`config.mk`:
```
export PLATFORM = sky130hd
export DESIGN_NAME = instr_fetch
export DESIGN_NICKNAME = d
export VERILOG_FILES = /design/src/rtl/instr_fetch.sv
export SDC_FILE = /design/constraint.sdc
export NUM_CORES = 1
export LEC_CHECK = 0
export BUFFER_PORTS_ARGS = -buffer_cell sky130_fd_sc_hd__buf_2
export CORE_AREA = 2 2 112 114
export DETAILED_ROUTE_END_ITERATION = 10
export DIE_AREA = 0 0 114 116
export GPL_TIMING_DRIVEN = 0
export PLACE_DENSITY = 0.84
export SETUP_SLACK_MARGIN = 0.2
export SKIP_CTS_REPAIR_TIMING = 1
export SKIP_LAST_GASP = 1
export SYNTH_ARGS = -nofsm -noshare
export SYNTH_HDL_FRONTEND = slang
export SYNTH_SLANG_ARGS = --single-unit
```
`constraint.sdc`:
```
create_clock -name clk -period 3.85 [get_ports clk]
set_clock_uncertainty 0.05 [all_clocks]
set_input_delay 0 -clock clk [delete_from_list [all_inputs] [get_ports clk]]
set_output_delay 0 -clock clk [all_outputs]
set_load 0.02 [all_outputs]
```
`src/rtl/instr_fetch.sv`:
```
// Fetch stage: owns PC and IR, handshakes with a variable-latency instruction memory,
// and selects the next PC from the decoder's branch/jump and the ALU zero flag.
module instr_fetch #(
  parameter logic [31:0] RESET_PC = 32'h0000_0000,
  parameter int unsigned TIMEOUT  = 16
) (
  input  logic        clk,
  input  logic        rst,
  output logic        imem_req,
  output logic [31:0] imem_addr,
  input  logic        imem_ack,
  input  logic [31:0] imem_rdata,
  input  logic        branch,
  input  logic        jump,
  input  logic        zero,
  input  logic        done,
  output logic [31:0] instr,
  output logic [5:0]  op,
  output logic        instr_valid,
  output logic [31:0] pc,
  output logic [31:0] pc_plus4,
  output logic        fetch_err
);

  localparam int unsigned CNT_W = (TIMEOUT > 1) ? $clog2(TIMEOUT) : 1;

  typedef enum logic [1:0] {IDLE, FETCH, EXEC, ERR} state_t;

  state_t             state, state_nx;
  logic [CNT_W-1:0]   cnt, cnt_nx;
  logic [31:0]        pc_nx, instr_nx, next_pc;
  logic               valid_nx, err_nx, req_nx;

  assign op        = instr[31:26];
  assign imem_addr = pc;
  assign pc_plus4  = pc + 32'd4;

  // Next PC: jump beats branch; branch offset is a sign-extended word offset
  always_comb begin
    next_pc = pc_plus4;
    if (jump)
      next_pc = {pc_plus4[31:28], instr[25:0], 2'b00};
    else if (branch && zero)
      next_pc = pc_plus4 + {{14{instr[15]}}, instr[15:0], 2'b00};
  end

  always_ff @(posedge clk or posedge rst) begin
    if (rst) begin
      state       <= IDLE;
      cnt         <= '0;
      pc          <= RESET_PC;
      instr       <= '0;
      instr_valid <= 1'b0;
      fetch_err   <= 1'b0;
      imem_req    <= 1'b0;
    end else begin
      state       <= state_nx;
      cnt         <= cnt_nx;
      pc          <= pc_nx;
      instr       <= instr_nx;
      instr_valid <= valid_nx;
      fetch_err   <= err_nx;
      imem_req    <= req_nx;
    end
  end

  // imem_req is registered, so it is set whenever the next state is FETCH
  always_comb begin
    state_nx = state;
    cnt_nx   = cnt;
    pc_nx    = pc;
    instr_nx = instr;
    valid_nx = instr_valid;
    err_nx   = fetch_err;
    req_nx   = 1'b0;
    case (state)
      IDLE: begin
        state_nx = FETCH;
        cnt_nx   = '0;
        req_nx   = 1'b1;
      end
      FETCH: begin
        if (imem_ack) begin
          instr_nx = imem_rdata;
          valid_nx = 1'b1;
          cnt_nx   = '0;
          state_nx = EXEC;
        end else if (cnt == CNT_W'(TIMEOUT - 1)) begin
          err_nx   = 1'b1;
          state_nx = ERR;
        end else begin
          cnt_nx   = cnt + CNT_W'(1);
          req_nx   = 1'b1;
        end
      end
      EXEC: begin
        if (done) begin
          pc_nx    = next_pc;
          valid_nx = 1'b0;
          state_nx = FETCH;
          req_nx   = 1'b1;
        end
      end
      ERR: begin
        valid_nx = 1'b0;
      end
      default: begin
        state_nx = IDLE;
      end
    endcase
  end

endmodule

```
# Word-level counts from Yosys, hierarchy flattened
# Cells that the tools add are included.
[totals]
ff_bits = 73
in_bits = 39
out_inout_bits = 137
wordCells = 46
[classes]
addsub = 3
n_eq_ne = 8
n_mux = 16
n_bitwise = 1
reduce_logical = 11
[op_table]
columns = ["op", "n"]
rows = [
  ["$mux W32", 2],
  ["$add A32 B3 Y32 const B", 1],
  ["$add A32 B32 Y32", 1],
  ["$reduce_and A3 Y1", 3],
  ["$mux W4", 2],
  ["$pmux W4 S2", 1],
  ["$mux W2", 3],
  ["$ne A3 B3 Y1 const B", 2],
  ["$pmux W1 S3", 2],
  ["$pmux W2 S3", 1],
  ["$reduce_and A2 Y1", 3],
  ["$reduce_bool A3 Y1", 2],
  ["$mux W1", 5],
  ["$add A4 B1 Y4 const B", 1],
  ["$eq A2 B2 Y1 const B", 2],
  ["$eq A4 B4 Y1 const B", 1],
  ["$ne A2 B2 Y1 const B", 2],
  ["$eq A2 B1 Y1 const B", 1],
  ["$logic_not A2 Y1", 1],
  ["$reduce_bool A2 Y1", 1],
  ["$logic_and A1 B1 Y1", 1],
  ["$not A1 Y1", 1],
]

# Longest topological paths before layout
# Gate-level depths: netlist of run 1.
[depth]
ltp_word = 4
depth_mapped = 18
depth_no_buf = 17

# Worst setup path before layout of run 1
# No wires, ideal clock.
[synth_path]
kind = "reg2reg"
startpoint = "reg pc[2] (netlist: imem_addr[2])"
endpoint = "reg pc[31] (netlist: imem_addr[31])"
setup_ns = 0.126
t_arrival_ns = 3.846
required_ns = 3.674
path_slack_ns = -0.172
stages_incl_launch_ff = 18
n_path_buf = 0
period_less_slack_ns = 4.022
path_cell_list = "dfrtp_1 ha_1 inv_1 nor2_1 and3_1 nand2_1 nor3_1 xor2_1 ha_1 a21oi_1 a21boi_0 o21a_1 nor2_1 nand4_1 o311a_1 o211ai_1 nor2_1 a221o_1"
[synth_via]
elab_chain_cells = 4
[synth_lines]
columns = ["item", "line_no", "source"]
rows = [
  ["start: declaration", "20", "output logic [31:0] pc,"],
  ["start signal: assignment", "59", "pc <= pc_nx;"],
  ["$add A32 B3 Y32", "36", "assign pc_plus4 = pc + 32'd4;"],
  ["net pc_plus4[28]", "21", "output logic [31:0] pc_plus4,"],
  ["$add A32 B32 Y32", "44", "next_pc = pc_plus4 + {{14{instr[15]}}, instr[15:0], 2'b00};"],
  ["$mux W32", "43", "else if (branch && zero)"],
  ["$mux W32", "41", "if (jump)"],
]
# The timed path passes the listed nets, and every way through them passes these cells.
# A chain may end at the register's enable or synchronous reset.

# Worst setup path in the final report of run 1
[layout_path]
startpoint = "reg pc[4] (netlist: imem_addr[4])"
endpoint = "reg pc[31] (netlist: imem_addr[31])"
[layout_via]
elab_chain_cells = 4
[layout_lines]
columns = ["item", "line_no"]
rows = [
  ["$add A32 B3 Y32 (*)", "36"],
  ["$add A32 B32 Y32", "44"],
  ["$mux W32", "43"],
  ["$mux W32 (*)", "41"],
]
# Mark *: on every way between the ends. The rest lies on a longest branch, timed or not.

==> metrics.csv, run 1 <==
stage,metric,value,unit
place,gp_congestion,0.9483,
finish,layout-drive-gt1-share,44.76,%
finish,antenna-diode-count,0,
synth,synth_xor_area_share,7.255,%
critical_path,crit_start,imem_addr[4],
critical_path,path_max_fanout,5,
timing,report.final.slew_viol_count,0,
critical_path,reg2reg_depth,16,
power_and_ir_drop,p_leak,0.004110,uW
worst_hold_path,hold_path.class,primary input to register,
critical_path,worstPathRequired,4.02,ns
global_route,grt_antenna_before_repair,0,
critical_path,critPathArrivalTime,4.00,ns
synth,yosysTopAreaCellShare,31.31,%
global_route,grt_max_degree,48,
drt,routed_wirelength,19930,um
synth,synth_cells,653,
synth,synthSimpleGateAreaFrac,15.19,%
finish,final_util,69.57,%
synth,synth_top_family_by_area,compound AO/OA/AOI/OAI gates,
timing,fin_crit_sh,99.52,%
die,die-area,13220,um^2
timing,hold_viol_final,1,
timing,worst_hold_slack,-0.02283,ns
die,pin_count,176,
drt,routedWlPerCell,18.59,um
drt,vias,6307,
synth,ys.flop_type,dfrtp_1,
synth,synth_compound_area_share,22.18,%
place,io_buffers,168,
critical_path,crit_path_end,imem_addr[31],
clock_tree,cts_tree,done,
synth,synth_edf_count,0,
global_route,grt_pass1_wl,27640,um
synth,avgSynthCellArea,8.689,um^2
critical_path,reg2reg_slack,0.02,ns
clock_tree,clockRootBuffer,clkbuf_16,
die,coreArea,11910,um^2
status,status,"finished, violations left",
timing,rsz0062_at_grt,yes,
global_route,grt_use_total,26.52,%
drt,drtIter0Drc,515,
die,initial_utilization,47.64,%
drt,ant_nets,0,
die,die_w,114,um
power_and_ir_drop,ir_drop,0.6498,mV
finish,layout.nets,997,
global_route,first_global_vias,5492,
synth,yosysWarnings,0,
clock_tree,clock_path_buffers,2,
timing,min_period,3.832,ns
clock_tree,insertion_delay,0.34,ns
synth,syn-cell-area,5674,um^2
critical_path,rr_startpoint,imem_addr[4],
drt,vias_per_cell,5.883,
timing,fmax,0.2610,GHz
synth,synth_top_area_cell,dfrtp_1,
status,failed_checks,hold timing,
synth,synthTopCellsByArea,"dfrtp_1, ha_1, mux2_2",
job,cap_violations,0,
timing,setup_violations,0,
place,hpwl,13190,um
drt,dr.pass1.iters,5,
global_route,grt_overflow,0,
synth,ys_seq_elements,71,
timing,worst_slew_pin_slew,1.186,ns
critical_path,reg2reg_to,imem_addr[31],
timing,max_slew_margin,20.91,%
synth,synth_adder_area_share,8.512,%
critical_path,cp-end-kind,register,
clock_tree,clk_pin_slew,0.06,ns
finish,syn2layout_area_growth,46.04,%
critical_path,critPathLaunchType,register,
synth,muxShareOfSynthArea,6.902,%
clock_tree,cts.sinks,71,
synth,async_reset_ff_share,100.0,%
clock_tree,cts_max_level,3,
critical_path,crit_type,register to register,
die,die_h,116,um
die,num_rows,40,
clock_tree,cts_buffers,9,
drt,drc_errors,0,
synth,ys_types,67,
synth,ys_seq_area_share,31.31,%
power_and_ir_drop,powerDensity,915.1,nW/um^2
-- layout by cell type, fill, tap and decap left out, types with 5 or more instances in the layout --
cell	instances
buf_2	170
ha_1	27
a211oi_1	11
o211ai_1	5
o21ai_1	6
xnor2_2	11
mux2_2	32
xor2_1	14
xnor2_1	15
nand2_1	60
conb_1	6
nand3_1	20
nor2_1	42
a21o_1	13
and3_1	9
dfrtp_1	58
inv_1	12
clkbuf_16	9
buf_4	92
ha_4	7
a21oi_2	11
nand4_1	12
a21oi_1	35
o21ai_0	47
dfrtp_2	13
clkbuf_1	19
dlygate4sd3_1	34
-- sequential cells by signal, indices dropped and copies added (netlist names) --
name	cells
cnt	4
fetch_err	1
instr_valid	1
imem_addr	30
state	2
imem_req	1
instr	32
-- metal layers --
metal | up-vias | share of wire (%) | global-route usage [%]
met5 | - | 0 | 0
met4 | 0 | 3.7 | 10.98
met3 | 71 | 8.1 | 3.556
met2 | 373 | 49 | 43.85
met1 | 3010 | 39 | 35.28
li1 | 2853 | - | -
-- where the power goes --
part	internal (uW)	switching [uW]	leakage, uW
combinational	2250	2880	0.00309
sequential	1060	552	0.000872
clock	516	329	0.000144
-- per-stage QoR --
step           setup slack (ns)  setup TNS [ns]  instances  cell area, um^2  power, uW
6_report                0.01840               0       1072             8287       7584
2_1_floorplan            0.2119               0        658             5893       4685
3_5_place_dp            -0.1035         -0.3731        974             6948       5900
4_1_cts                 -0.1642         -0.6798        990             7247       6780
3_3_place_gp            -0.1241         -0.3927        973             6918       5822
5_1_grt                 -0.1737         -0.3974       1072             8287       8024
-- logic make-up after synthesis --
logic type,count (synthesis)
other,1
xor gates and xnor gates,47
buffers and inverters,85
and+or+nand+nor,185
adders and majority gates,38
AOI/OAI and AO/OA,191
muxes,35
DFF,71
-- worst max-delay path, stage by stage (launching register included) --
cell,delay (ns)
dfrtp_2,0.41
nand4_1,0.24
nor2_4,0.22
and3_4,0.31
nand2_8,0.10
nor2_4,0.14
xor2_2,0.25
ha_1,0.36
a21oi_4,0.04
nor2_2,0.12
a211oi_2,0.06
a221oi_2,0.36
o21ai_4,0.14
a311o_1,0.37
o211ai_1,0.18
nor2_1,0.10
a221o_1,0.27
-- cell type report --
cell class / count / area [um^2]
Tap cell: 147 / 183.9
Multi-Input combinational cell: 502 / 3925
Buffer: 71 / 457.9
Clock buffer: 10 / 239.0
Fill cell: 876 / 3625
Timing Repair Buffer: 251 / 1573
Clock inverter: 6 / 60.06
Inverter: 14 / 55.05
Sequential cell: 71 / 1793
-- cells in the mapped netlist (4+ instances only) --
master    number
dfrtp_1       71
nand2_1       65
o21ai_0       52
nor2_1        49
a21oi_1       46
buf_4         43
ha_1          37
mux2_2        32
xnor2_1       28
clkbuf_1      22
nand3_1       21
xor2_1        19
a21o_1        13
and3_1        13
inv_1         13
a211oi_1      12
nand4_1       12
buf_2          5
nor3_1         5
o211ai_1       5
a22oi_1        4
a31oi_1        4
nor4_1         4
o21a_1         4
o21bai_1       4
o22ai_1        4
o31ai_1        4
-- worst min-delay path by stage --
stage	from	endpoint	slack, ns	cells past startpoint
after floorplan	imem_rdata[21]	instr[21]	0.10	1
after global placement	imem_rdata[20]	instr[20]	0.18	2
after detailed placement	rst	instr[23]	-0.04	2
after CTS	rst	instr[23]	-0.40	2
after global routing	imem_ack	instr_valid	0.04	3
final	imem_ack	instr_valid	-0.02	3
No activity file was read; power rests on OpenSTA's default activity.
==> run 2: changes to the inputs <==
--- a/config.mk
+++ b/config.mk
@@ -9,7 +9,6 @@
 export CORE_AREA = 2 2 112 114
 export DETAILED_ROUTE_END_ITERATION = 10
 export DIE_AREA = 0 0 114 116
-export GPL_TIMING_DRIVEN = 0
 export PLACE_DENSITY = 0.84
 export SETUP_SLACK_MARGIN = 0.2
 export SKIP_CTS_REPAIR_TIMING = 1
==> metrics.csv, run 2 (same netlist as run 1, synthesis figures left out) <==
stage,metric,value,unit
die,die_h,116,um
timing,max_slew_margin,29.50,%
finish,final_cell_mix,"buf_2, nand2_1, dfrtp_1",
drt,routedWlPerCell,19.02,um
clock_tree,clockRootBuffer,clkbuf_16,
timing,worst_hold_slack,-0.008306,ns
critical_path,critPathArrivalTime,3.99,ns
drt,ant_nets,0,
worst_hold_path,min_from,imem_ack,
global_route,grt_max_degree,54,
critical_path,crit_buf_inv,0,
die,coreArea,11910,um^2
critical_path,worstPathRequired,4.06,ns
critical_path,path_max_fanout,5,
critical_path,crit_start,imem_addr[7],
critical_path,critPathMaxStageDelay,0.40,ns
timing,rsz0062_at_grt,yes,
finish,largest_register,instr,
power_and_ir_drop,power.switching,3777,uW
finish,largest_reg_flops,32,
drt,drc_errors,0,
power_and_ir_drop,p_comb_share,67.4,%
timing,report.final.slew_viol_count,0,
critical_path,cp_cell_sequence,nand4_1 -> nor2_4 -> nand2_1 -> xnor2_2 -> ha_1 -> a21o_1 -> a31oi_1 -> o22ai_1 -> or3_4 -> a31oi_4 -> o31ai_4 -> a21oi_2 -> mux2_1 -> a21oi_1,
drt,vias_per_cell,6.003,
die,die_w,114,um
global_route,grt_antenna_before_repair,0,
global_route,grt_use_total,25.08,%
worst_hold_path,hold_path.class,primary input to register,
critical_path,worst_path_max_delay_cell,or3_4,
drt,routed_wirelength,19120,um
critical_path,reg2reg_depth,14,
power_and_ir_drop,internal-power,3795,uW
place,hpwl,12260,um
die,die-area,13220,um^2
status,status,"finished, violations left",
critical_path,crit_family,compound AO/OA/AOI/OAI gates,
finish,layout-drive-gt1-share,42.89,%
power_and_ir_drop,p_leak,0.003848,uW
die,pin_count,176,
clock_tree,cts_tree,done,
timing,hold_viol_final,2,
global_route,first_global_vias,5335,
place,gp_congestion,0.9323,
critical_path,crit_type,register to register,
clock_tree,cts_max_level,3,
clock_tree,clk_pin_slew,0.06,ns
place,placedInstanceArea,6696,um^2
finish,antenna-diode-count,0,
timing,fin_crit_sh,98.32,%
worst_hold_path,holdPathStages,3,
critical_path,rr_startpoint,imem_addr[7],
die,num_rows,40,
clock_tree,clock_path_buffers,2,
clock_tree,cts_buffers,9,
finish,syn2layout_area_growth,38.79,%
clock_tree,insertion_delay,0.34,ns
timing,min_period,3.785,ns
drt,vias,6033,
finish,layout.nets,930,
power_and_ir_drop,powerDensity,961.6,nW/um^2
clock_tree,cts.sinks,71,
global_route,grt_pass1_wl,26410,um
power_and_ir_drop,power,7573,uW
critical_path,cp-end-kind,register,
critical_path,cp.depth,14,
timing,worst_slew_pin_slew,1.057,ns
drt,drtIter0Drc,470,
finish,layout_commonest_cell,buf_2,
die,initial_utilization,47.64,%
power_and_ir_drop,ir_drop,0.5785,mV
critical_path,critPathLaunchType,register,
power_and_ir_drop,p_seq_share,19.5,%
drt,dr.pass1.iters,5,
finish,final_util,66.11,%
place,io_buffers,169,
timing,fmax,0.2642,GHz
timing,setup_violations,0,
job,cap_violations,0,
global_route,grt_overflow,0,
status,failed_checks,hold timing,
finish,fin_area,7875,um^2
power_and_ir_drop,swShare,49.88,%
power_and_ir_drop,p_clk_share,13.1,%
-- run 2: power groups by stage --
stage,registers [uW],logic (uW),clock network (uW)
4_1_cts,1470,4400,987
3_3_place_gp,1460,4300,0
5_1_grt,1520,5460,1030
6_report,1480,5100,992
2_1_floorplan,1800,2880,0
3_5_place_dp,1480,4360,0
-- run 2: path summary, 6_finish.rpt --
kind | endpoint | slack [ns]
max | imem_addr[30] | 0.06
min | instr_valid | -0.008
max reg2reg | imem_addr[30] | 0.06
min reg2reg | fetch_err | 0.41
max in group asynchronous | imem_addr[6] | 2.44
min in group asynchronous | instr[28] | 0.38
-- run 2: per-layer routing --
metal | share of wire, % | routed length, um | track usage, % | vias up
li1 | - | - | - | 2720
met1 | 39 | 7402 | 33.04 | 2891
met2 | 50 | 9512 | 41.47 | 377
met3 | 9.0 | 1714 | 4.446 | 45
met4 | 2.5 | 485 | 9.512 | 0
met5 | 0 | 0 | 0 | -
-- run 2: metrics by stage --
| stage | setup slack, ns | setup TNS [ns] | std cells |
|---|---|---|---|
| finish | 0.06453 | 0 | 1005 |
| global route | -0.03572 | -0.05570 | 1005 |
| CTS | -0.04570 | -0.04570 | 946 |
| detailed placement | -0.02424 | -0.02424 | 930 |
| global placement | 0.05818 | 0 | 930 |
| floorplan | 0.2119 | 0 | 658 |
-- run 2: worst register-to-register path, delay by kind of cell (launching register included) --
kind | cells | cell delay (ns)
xor+xnor | 1 | 0.16
compound gates | 7 | 1.38
fa+ha+maj | 1 | 0.37
simple gates | 4 | 1.05
flops | 1 | 0.37
mux | 1 | 0.35
-- run 2: final cells by class --
cell class              instances  area (um^2)
multi-input cells             502         3924
inverters                      14        52.55
clock inverters                 6        107.6
well taps                     147        183.9
fillers                       886         4036
flip-flops and latches         71         1792
clock buffers                  10        239.0
repair buffers                255         1577
